## src/rtl/cpu_ctrl_pkg.sv

```systemverilog
// Shared definitions for the microprogrammed control sequencer: state
// encoding, ALU opcodes driven on the MD=1 path and datapath mux selects.
package cpu_ctrl_pkg;

   typedef enum logic [3:0] {
      S_RESET    = 4'd0,
      S_FETCH_A  = 4'd1,
      S_FETCH_B  = 4'd2,
      S_FETCH_W  = 4'd3,
      S_DECODE   = 4'd4,
      S_DP_EXEC  = 4'd5,
      S_MEM_ADDR = 4'd6,
      S_LDR_W    = 4'd7,
      S_STR_DATA = 4'd8,
      S_LDR_WB   = 4'd9,
      S_BRANCH   = 4'd10,
      S_STR_W    = 4'd11,
      S_LINK     = 4'd12,
      S_FAULT    = 4'd13
   } state_t;

   localparam logic [4:0] OP_ADD   = 5'b00100;
   localparam logic [4:0] OP_SUB   = 5'b00010;
   localparam logic [4:0] OP_MOV   = 5'b01101;
   localparam logic [4:0] OP_PASSA = 5'b10000;

   localparam logic [1:0] MA_RN    = 2'd0;
   localparam logic [1:0] MA_PC    = 2'd2;
   localparam logic [1:0] MB_REG   = 2'd0;
   localparam logic [1:0] MB_SHIFT = 2'd1;
   localparam logic [1:0] MB_MDR   = 2'd2;
   localparam logic [1:0] MB_CONST = 2'd3;
   localparam logic [2:0] MC_RD    = 3'd0;
   localparam logic [2:0] MC_LR    = 3'd2;
   localparam logic [2:0] MC_PC    = 3'd3;
   localparam logic [1:0] MJ_RM    = 2'd0;
   localparam logic [1:0] MJ_RD    = 2'd2;

   // States that hold MOV high while waiting for MOC.
   function automatic logic is_wait(input state_t s);
      return (s == S_FETCH_W) || (s == S_LDR_W) || (s == S_STR_W);
   endfunction

endpackage

```

## src/rtl/mem_watchdog.sv

```systemverilog
// Counts cycles a wait state spends without MOC and flags the cycle after
// which the memory is considered stalled.
module mem_watchdog
   import cpu_ctrl_pkg::*;
#(
   parameter int unsigned TIMEOUT = 15
)(
   input  logic clk,
   input  logic rst_n,
   input  logic clr,
   input  logic en,
   output logic expired
);

   localparam logic [3:0] LAST = 4'(TIMEOUT - 1);

   logic [3:0] cnt_r;

   // Stall counter: held at zero outside wait states, counts idle wait cycles.
   always_ff @(posedge clk or negedge rst_n) begin
      if (!rst_n) begin
         cnt_r <= 4'd0;
      end else if (clr) begin
         cnt_r <= 4'd0;
      end else if (en) begin
         cnt_r <= cnt_r + 4'd1;
      end else begin
         cnt_r <= cnt_r;
      end
   end

   assign expired = en && (cnt_r == LAST);

endmodule

```

## src/rtl/control_sequencer.sv

```systemverilog
// Control sequencer: fetch / decode / execute for data processing, LDR/STR,
// B and BL, driving datapath mux selects and load strobes, with a sticky
// trap when memory never answers.
module control_sequencer
   import cpu_ctrl_pkg::*;
#(
   parameter int unsigned TIMEOUT = 15
)(
   input  logic        clk,
   input  logic        rst_n,
   input  logic [31:0] ir,
   input  logic        cond_true,
   input  logic        moc,
   output logic [1:0]  MA,
   output logic [1:0]  MB,
   output logic [2:0]  MC,
   output logic        MD,
   output logic        ME,
   output logic [1:0]  MJ,
   output logic [4:0]  op,
   output logic        rf_ld,
   output logic        ir_ld,
   output logic        mar_ld,
   output logic        mdr_ld,
   output logic        cc_ld,
   output logic        mov,
   output logic        rw,
   output logic        fault,
   output logic [3:0]  state
);

   state_t state_r;
   state_t state_nxt_s;
   logic   in_wait_s;
   logic   wd_en_s;
   logic   wd_expired_s;
   logic   unused_ir_s;

   assign in_wait_s   = is_wait(state_r);
   assign wd_en_s     = in_wait_s && !moc;
   assign state       = state_r;
   assign unused_ir_s = ^{ir[31:28], ir[22:21], ir[19:0]};

   mem_watchdog #(.TIMEOUT(TIMEOUT)) u_wd (
      .clk     (clk),
      .rst_n   (rst_n),
      .clr     (!in_wait_s),
      .en      (wd_en_s),
      .expired (wd_expired_s)
   );

   // Next-state logic; in wait states MOC beats the watchdog.
   always_comb begin
      state_nxt_s = S_RESET;
      case (state_r)
         S_RESET:    state_nxt_s = S_FETCH_A;
         S_FETCH_A:  state_nxt_s = S_FETCH_B;
         S_FETCH_B:  state_nxt_s = S_FETCH_W;
         S_FETCH_W: begin
            if (moc)               state_nxt_s = S_DECODE;
            else if (wd_expired_s) state_nxt_s = S_FAULT;
            else                   state_nxt_s = S_FETCH_W;
         end
         S_DECODE: begin
            if (!cond_true) begin
               state_nxt_s = S_FETCH_A;
            end else begin
               case (ir[27:25])
                  3'b000, 3'b001: state_nxt_s = S_DP_EXEC;
                  3'b010:         state_nxt_s = S_MEM_ADDR;
                  3'b101:         state_nxt_s = ir[24] ? S_LINK : S_BRANCH;
                  default:        state_nxt_s = S_FETCH_A;
               endcase
            end
         end
         S_DP_EXEC:  state_nxt_s = S_FETCH_A;
         S_MEM_ADDR: state_nxt_s = ir[20] ? S_LDR_W : S_STR_DATA;
         S_LDR_W: begin
            if (moc)               state_nxt_s = S_LDR_WB;
            else if (wd_expired_s) state_nxt_s = S_FAULT;
            else                   state_nxt_s = S_LDR_W;
         end
         S_STR_DATA: state_nxt_s = S_STR_W;
         S_LDR_WB:   state_nxt_s = S_FETCH_A;
         S_BRANCH:   state_nxt_s = S_FETCH_A;
         S_STR_W: begin
            if (moc)               state_nxt_s = S_FETCH_A;
            else if (wd_expired_s) state_nxt_s = S_FAULT;
            else                   state_nxt_s = S_STR_W;
         end
         S_LINK:     state_nxt_s = S_BRANCH;
         S_FAULT:    state_nxt_s = S_FAULT;
         default:    state_nxt_s = S_RESET;
      endcase
   end

   // State register; reset abandons any instruction in flight.
   always_ff @(posedge clk or negedge rst_n) begin
      if (!rst_n) begin
         state_r <= S_RESET;
      end else begin
         state_r <= state_nxt_s;
      end
   end

   // Output decoder from the state register; only ir_ld/mdr_ld in waits follow moc.
   always_comb begin
      MA = MA_RN;  MB = MB_REG;  MC = MC_RD;  MD = 1'b0;  ME = 1'b0;  MJ = MJ_RM;
      op = 5'b00000;
      rf_ld = 1'b0;  ir_ld = 1'b0;  mar_ld = 1'b0;  mdr_ld = 1'b0;  cc_ld = 1'b0;
      mov = 1'b0;  rw = 1'b0;  fault = 1'b0;
      case (state_r)
         S_FETCH_A: begin
            MA = MA_PC;  MD = 1'b1;  op = OP_PASSA;  mar_ld = 1'b1;
         end
         S_FETCH_B: begin
            MA = MA_PC;  MB = MB_CONST;  MD = 1'b1;  op = OP_ADD;  MC = MC_PC;  rf_ld = 1'b1;
         end
         S_FETCH_W: begin
            mov = 1'b1;  rw = 1'b1;  ir_ld = moc;
         end
         S_DP_EXEC: begin
            MA = MA_RN;  MB = MB_SHIFT;  MD = 1'b0;  MC = MC_RD;
            rf_ld = (ir[24:23] != 2'b10);
            cc_ld = ir[20];
         end
         S_MEM_ADDR: begin
            MA = MA_RN;  MB = MB_SHIFT;  MD = 1'b1;  mar_ld = 1'b1;
            op = ir[23] ? OP_ADD : OP_SUB;
         end
         S_LDR_W: begin
            mov = 1'b1;  rw = 1'b1;  ME = 1'b0;  mdr_ld = moc;
         end
         S_STR_DATA: begin
            MJ = MJ_RD;  MB = MB_REG;  MD = 1'b1;  op = OP_MOV;  ME = 1'b1;  mdr_ld = 1'b1;
         end
         S_LDR_WB: begin
            MB = MB_MDR;  MD = 1'b1;  op = OP_MOV;  MC = MC_RD;  rf_ld = 1'b1;
         end
         S_BRANCH: begin
            MA = MA_PC;  MB = MB_SHIFT;  MD = 1'b1;  op = OP_ADD;  MC = MC_PC;  rf_ld = 1'b1;
         end
         S_STR_W: begin
            mov = 1'b1;  rw = 1'b0;
         end
         S_LINK: begin
            MA = MA_PC;  MD = 1'b1;  op = OP_PASSA;  MC = MC_LR;  rf_ld = 1'b1;
         end
         S_FAULT: begin
            fault = 1'b1;
         end
         default: begin
            fault = 1'b0;
         end
      endcase
   end

endmodule

```

## config.mk

```make
export PLATFORM = sky130hd
export DESIGN_NAME = control_sequencer
export DESIGN_NICKNAME = d
export VERILOG_FILES = /design/src/rtl/cpu_ctrl_pkg.sv /design/src/rtl/mem_watchdog.sv /design/src/rtl/control_sequencer.sv
export SDC_FILE = /design/constraint.sdc
export NUM_CORES = 1
export LEC_CHECK = 0
export ABC_AREA = 0
export CAP_MARGIN = 20
export CORE_MARGIN = 3
export CORE_UTILIZATION = 40
export DETAILED_ROUTE_END_ITERATION = 12
export PLACE_DENSITY_LB_ADDON = 0.05
export SLEW_MARGIN = 5
export SYNTH_ARGS = -nofsm -noshare
export SYNTH_HDL_FRONTEND = slang
export SYNTH_HIERARCHICAL = 1
export SYNTH_SLANG_ARGS = --single-unit
```

## constraint.sdc

```tcl
create_clock -name clk -period 6.1 [get_ports clk]
set_input_delay 0.61 -clock clk [delete_from_list [all_inputs] [get_ports clk]]
set_output_delay 0.61 -clock clk [all_outputs]
set_load 0.03 [all_outputs]
```

==> impl_metrics.json, run 1 <==
{
  "status": "complete, no violations",
  "totalPowerFinal_mw": 0.733,
  "power.leakage_nw": 0.542,
  "wl_per_cell_um": 14.6,
  "fin_skew_ns": 0.00778,
  "die-width_um": 57.2,
  "synth_top_area_share_pct": 19.1,
  "clock-root-buffer": "clkbuf_4",
  "numPlacedInstances": 171,
  "final_max_slew_viol_count": 0,
  "fin_nets": 186,
  "crit_slowest_cell": "dfrtp_1",
  "grt_pass1_wl_um": 4040,
  "num_antenna_cells": 0,
  "worstMarginPinSlew_ns": 0.890,
  "path_cells": "nor2b_1 -> a32oi_1 -> o21ai_0 -> clkdlybuf4s50_1",
  "worstSkewPairLatency_ns": 0.26,
  "yosys_warnings": 6,
  "utilization_pct": 57.5,
  "clock_sinks": 8,
  "drtAntennaViolNets": 0,
  "cp.arrival_ns": 2.56,
  "design.die.area_um2": 3280,
  "synth_edf_count": 0,
  "synthMuxAreaShare_pct": 7.27,
  "post-dp-hpwl_um": 1820,
  "fin_area_um2": 1350,
  "grt-ovfl-total": 0,
  "synth_top_cells_by_count": "nor2_1, dfrtp_1, nor2b_1",
  "drcViolationCount": 0,
  "synth_seq_cells": 8,
  "ios": 64,
  "synth_top_family_by_area": "simple AND/OR/NAND/NOR gates",
  "cts_setup_buffers": 0,
  "hold_violations": 0,
  "numCtsBuffers": 3,
  "core_um2": 2340,
  "cp_max_fo": 28,
  "grt_antenna_before_repair": 0,
  "startpoint_type": "flop",
  "synthArstFlopShare_pct": 100,
  "worstSetupPathType": "flop to output port",
  "synth_adder_area_share_pct": 2.38,
  "p_per_area_nw_per_um2": 545,
  "max_slew_margin_pct": 40.7,
  "synthDistinctLibCells": 49,
  "track_usage_pct": 15.1,
  "grt_pass1_vias": 867,
  "holdWs_ns": 0.584,
  "required_ns": 5.49,
  "rsz0062_at_grt": "false",
  "syn2layout_area_growth_pct": 28.1,
  "placed_area_um2": 1320,
  "synth.largest_area_cell": "dfrtp_1",
  "hp-class": "flop to flop",
  "cts_buffer_depth": 2,
  "htree_num_levels": 1,
  "syn-instance-count": 121,
  "postCtsHoldBufs": 0,
  "wirelength_um": 2540,
  "endpoint_kind": "output port",
  "synth-xor-area-share_pct": 2.50,
  "post-route-period-util_pct": 51.9,
  "drv_cap": 0,
  "setup_viol": 0,
  "reg2reg_depth": 8,
  "timing.fmax_mhz": 316,
  "period_minus_slack_ns": 3.17,
  "viasPerCell": 5.52,
  "first_iter_violations": 18,
  "hold_depth": 2,
  "die_h_um": 57.2,
  "synthSimpleGateAreaFrac_pct": 38.1,
  "start_util_pct": 44.9,
  "portBuffers": 34,
  "yosysMostFrequentCell": "nor2_1",
  "firstDrtPassIters": 4,
  "syn_avg_cell_area_um2": 8.68,
  "yosys-top-cells-area": "dfrtp_1, mux2i_1, buf_4, buf_6, nor2b_1",
  "drive_gt1_share_pct": 11.0,
  "tritoncts": "built",
  "ys_seq_area_share_pct": 19.1,
  "peakVddDrop_mv": 0.445,
  "cts.clk_slew.worst_paths_ns": 0.06,
  "fin_cells": 174,
  "synth_compound_area_share_pct": 18.1,
  "synth_ff_type": "dfrtp_1",
  "gp_congestion": 0.725,
  "worst_path_largest_cell_delay_ns": 0.92,
  "place_ws_ns": 3.16,
  "finalSetupTns_ns": 0,
  "grt_max_degree": 29,
  "via_count": 960,
  "syn_area_um2": 1050,
  "worst_slack_ns": 2.93,
  "num_rows": 17,
  "cts_resized": 0
}
[worst max-delay path: cells and delay by family, from the launching register on]
| kind | cells | cell delay, ns |
|---|---|---|
| buffers and inverters | 1 | 0.70 |
| AO/OA/AOI/OAI | 2 | 0.31 |
| flip-flops | 1 | 0.92 |
| AND/OR/NAND/NOR | 1 | 0.34 |
[power breakdown]
part / switching (mW) / total, mW / internal [mW]
clock: 0.0191 / 0.0417 / 0.0226
combinational: 0.290 / 0.531 / 0.241
sequential: 0.0927 / 0.160 / 0.0678
[worst paths after layout]
check	start	to	slack, ns
setup / recovery	state[2]$_DFF_PN0_	rf_ld	2.93
hold / removal	u_wd/cnt_r[2]$_DFFE_PN0P_	u_wd/cnt_r[2]$_DFFE_PN0P_	0.58
setup reg to reg	state[1]$_DFF_PN0_	state[2]$_DFF_PN0_	3.28
hold reg to reg	u_wd/cnt_r[2]$_DFFE_PN0P_	u_wd/cnt_r[2]$_DFFE_PN0P_	0.58
max in group asynchronous	rst_n	state[3]$_DFF_PN0_	5.19
min in group asynchronous	rst_n	u_wd/cnt_r[2]$_DFFE_PN0P_	0.63
[cell usage in the layout (no fill, tap or decap), types with 2 or more instances in the layout]
cell | synthesis | routed
nor4bb_1 | 2 | 2
a21oi_1 | 6 | 6
clkbuf_4 | 0 | 3
o211ai_1 | 3 | 3
nor3_1 | 2 | 2
o21ai_1 | 2 | 2
nor2b_1 | 7 | 7
and2b_4 | 2 | 2
a21bo_2 | 2 | 2
ha_1 | 2 | 2
o21ai_0 | 6 | 6
nand2b_1 | 5 | 5
nor2_1 | 10 | 10
nand4_1 | 3 | 3
xor2_1 | 2 | 2
o31ai_1 | 2 | 2
and2_1 | 4 | 4
clkdlybuf4s50_1 | 0 | 34
conb_1 | 1 | 3
nor4b_1 | 2 | 2
nand3b_1 | 2 | 2
inv_1 | 3 | 3
and3b_1 | 2 | 2
mux2i_1 | 5 | 5
and3_1 | 2 | 2
dfrtp_1 | 8 | 8
[layout make-up]
cell class              instances  area (um2)
repair buffers                 34         340
well taps                      28        35.0
fillers                       227         995
multi-input cells              97         729
flip-flops and latches          8         200
clock buffers                   3        22.5
inverters                       4        17.5
[cells by family (layout without fill, tap and decap cells)]
group           after synthesis  after routing
other cells                   1              3
flops                         8              8
mux                           7              7
xor+xnor                      3              3
buf+inv                      18             41
fa+ha+maj                     2              2
compound gates               27             27
simple gates                 55             55
[layer usage]
metal	up-vias	part of all wire (%)	routed length [um]	track usage [%]
li1	486	-	-	-
met1	444	50	1260	22.0
met2	30	45	1150	23.3
met3	0	5.2	133	3.39
met4	0	0	0	1.99
met5	-	0	0	0
[flip-flops by register name, summed over array words and instances, names as in the netlist]
name,flops
state,4
u_wd/cnt_r,4
No activity file was read; power rests on OpenSTA's default activity.
==> run 2, diff against run 1 <==
Settings changed: CORE_UTILIZATION 40 to 34.
Clock period 6.1 ns to 2.78 ns, I/O delays scaled along.
==> impl_metrics.json, run 2 (synthesis gave the netlist of run 1 again) <==
{
  "via_count": 976,
  "rr_startpoint": "state[3]$_DFF_PN0_",
  "design.die.area_um2": 3790,
  "peakVddDrop_mv": 0.593,
  "max_slew_margin_pct": 53.3,
  "hp-class": "primary input to asynchronous set/reset pin",
  "numCtsBuffers": 3,
  "status": "complete, no violations",
  "path_cells": "buf_4 -> nor2b_1 -> mux2i_1 -> nor2_1 -> clkdlybuf4s50_1",
  "grt_antenna_before_repair": 0,
  "finalSetupTns_ns": 0,
  "worstSetupPathType": "flop to output port",
  "rsz0062_at_grt": "false",
  "die_h_um": 61.6,
  "fin_nets": 191,
  "setup_viol": 0,
  "clock_sinks": 8,
  "firstDrtPassIters": 4,
  "viasPerCell": 5.36,
  "final_max_slew_viol_count": 0,
  "fill_cells": 272,
  "tritoncts": "built",
  "cts_resized": 0,
  "p_per_area_nw_per_um2": 1180,
  "core_um2": 2850,
  "drtAntennaViolNets": 0,
  "reg2reg_depth": 8,
  "first_iter_violations": 30,
  "final_common_cell": "clkdlybuf4s50_1",
  "syn2layout_area_growth_pct": 32.1,
  "start_util_pct": 36.8,
  "num_rows": 19,
  "grt-ovfl-total": 0,
  "worstMarginPinSlew_ns": 0.700,
  "ios": 64,
  "hold_violations": 0,
  "crit_slowest_cell": "dfrtp_1",
  "die-width_um": 61.6,
  "fin_cells": 182,
  "post-route-period-util_pct": 94.2,
  "wirelength_um": 2480,
  "grt_max_degree": 20,
  "post-dp-hpwl_um": 1940,
  "holdWs_ns": 0.287,
  "htree_num_levels": 1,
  "layout_common_cells": "clkdlybuf4s50_1, nor2_1, dfrtp_1, nor2b_1",
  "drv_cap": 0,
  "cts.clk_slew.worst_paths_ns": 0.05,
  "gp_congestion": 0.749,
  "drive_gt1_share_pct": 13.9,
  "timing.fmax_mhz": 382,
  "postCtsHoldBufs": 0,
  "worst_path_largest_cell_delay_ns": 0.73,
  "grt_pass1_vias": 839,
  "endpoint_kind": "output port",
  "wl_per_cell_um": 13.6,
  "numPlacedInstances": 179,
  "portBuffers": 34,
  "cp.arrival_ns": 2.34,
  "num_antenna_cells": 0,
  "track_usage_pct": 13.1,
  "cts_buffer_depth": 2,
  "grt_pass1_wl_um": 3770,
  "cp_max_fo": 18,
  "drcViolationCount": 0,
  "clock-root-buffer": "clkbuf_4",
  "startpoint_type": "flop",
  "r2r-end": "state[2]$_DFF_PN0_",
  "cts_setup_buffers": 0,
  "regToRegSetupSlack_ns": 0.38,
  "worstSkewPairLatency_ns": 0.25,
  "power.leakage_nw": 0.567,
  "required_ns": 2.50,
  "period_minus_slack_ns": 2.62,
  "fin_skew_ns": 0.00871
}
[run 2: metrics by stage]
stage | utilization (%) | setup slack (ns) | instance area (um2) | power [mW]
after detailed placement | 47.8 | 0.427 | 1360 | 1.56
after global placement | 47.8 | 0.456 | 1360 | 1.56
after global routing | 48.6 | 0.0405 | 1390 | 1.76
final | 48.6 | 0.161 | 1390 | 1.64
after CTS | 48.6 | 0.159 | 1390 | 1.65
after floorplan | - | 0.104 | 1060 | 1.16
[run 2: worst max-delay path by stage]
stage / startpoint / to / slack (ns)
2_1_floorplan: state[1]$_DFF_PN0_ / state[2]$_DFF_PN0_ / 0.10
3_3_place_gp: state[0]$_DFF_PN0_ / mar_ld / 0.46
3_5_place_dp: state[3]$_DFF_PN0_ / state[2]$_DFF_PN0_ / 0.43
4_1_cts: state[0]$_DFF_PN0_ / mar_ld / 0.16
5_1_grt: state[0]$_DFF_PN0_ / mar_ld / 0.04
6_report: state[0]$_DFF_PN0_ / mar_ld / 0.16
[run 2: routing by layer]
layer,global-route usage [%],vias up,routed length [um]
li1,-,492,-
met1,19.3,454,1200
met2,19.9,28,1140
met3,2.52,2,134
met4,2.73,0,13
met5,0,-,0
[run 2: critical path: cells and delay by family (launching register included)]
kind / cells / cell delay, ns
muxes: 1 / 0.10
and+or+nand+nor: 2 / 0.31
DFF: 1 / 0.73
buffers and inverters: 2 / 0.96
[run 2: area by class of cell]
type / instances / area [um2] / area share [%]
clock buffer: 3 / 22.5 / 1.62
inverter: 4 / 17.5 / 1.26
multi-input combinational: 97 / 729 / 52.6
sequential: 8 / 200 / 14.4
tap: 31 / 38.8 / 2.80
timing repair buffer: 39 / 378 / 27.3
[run 2: where the power goes]
part / switching, mW / leakage (nW) / total (mW) / internal, mW
logic: 0.700 / 0.449 / 1.26 / 0.563
registers: 0.141 / 0.104 / 0.291 / 0.151
clock network: 0.0368 / 0.0138 / 0.0860 / 0.0492
==> run 3, diff against run 2 <==
Settings changed: CTS_CLUSTER_SIZE from default to 20.
==> results of run 3 <==
Final layout, timing and power as in run 2 (identical DEF).
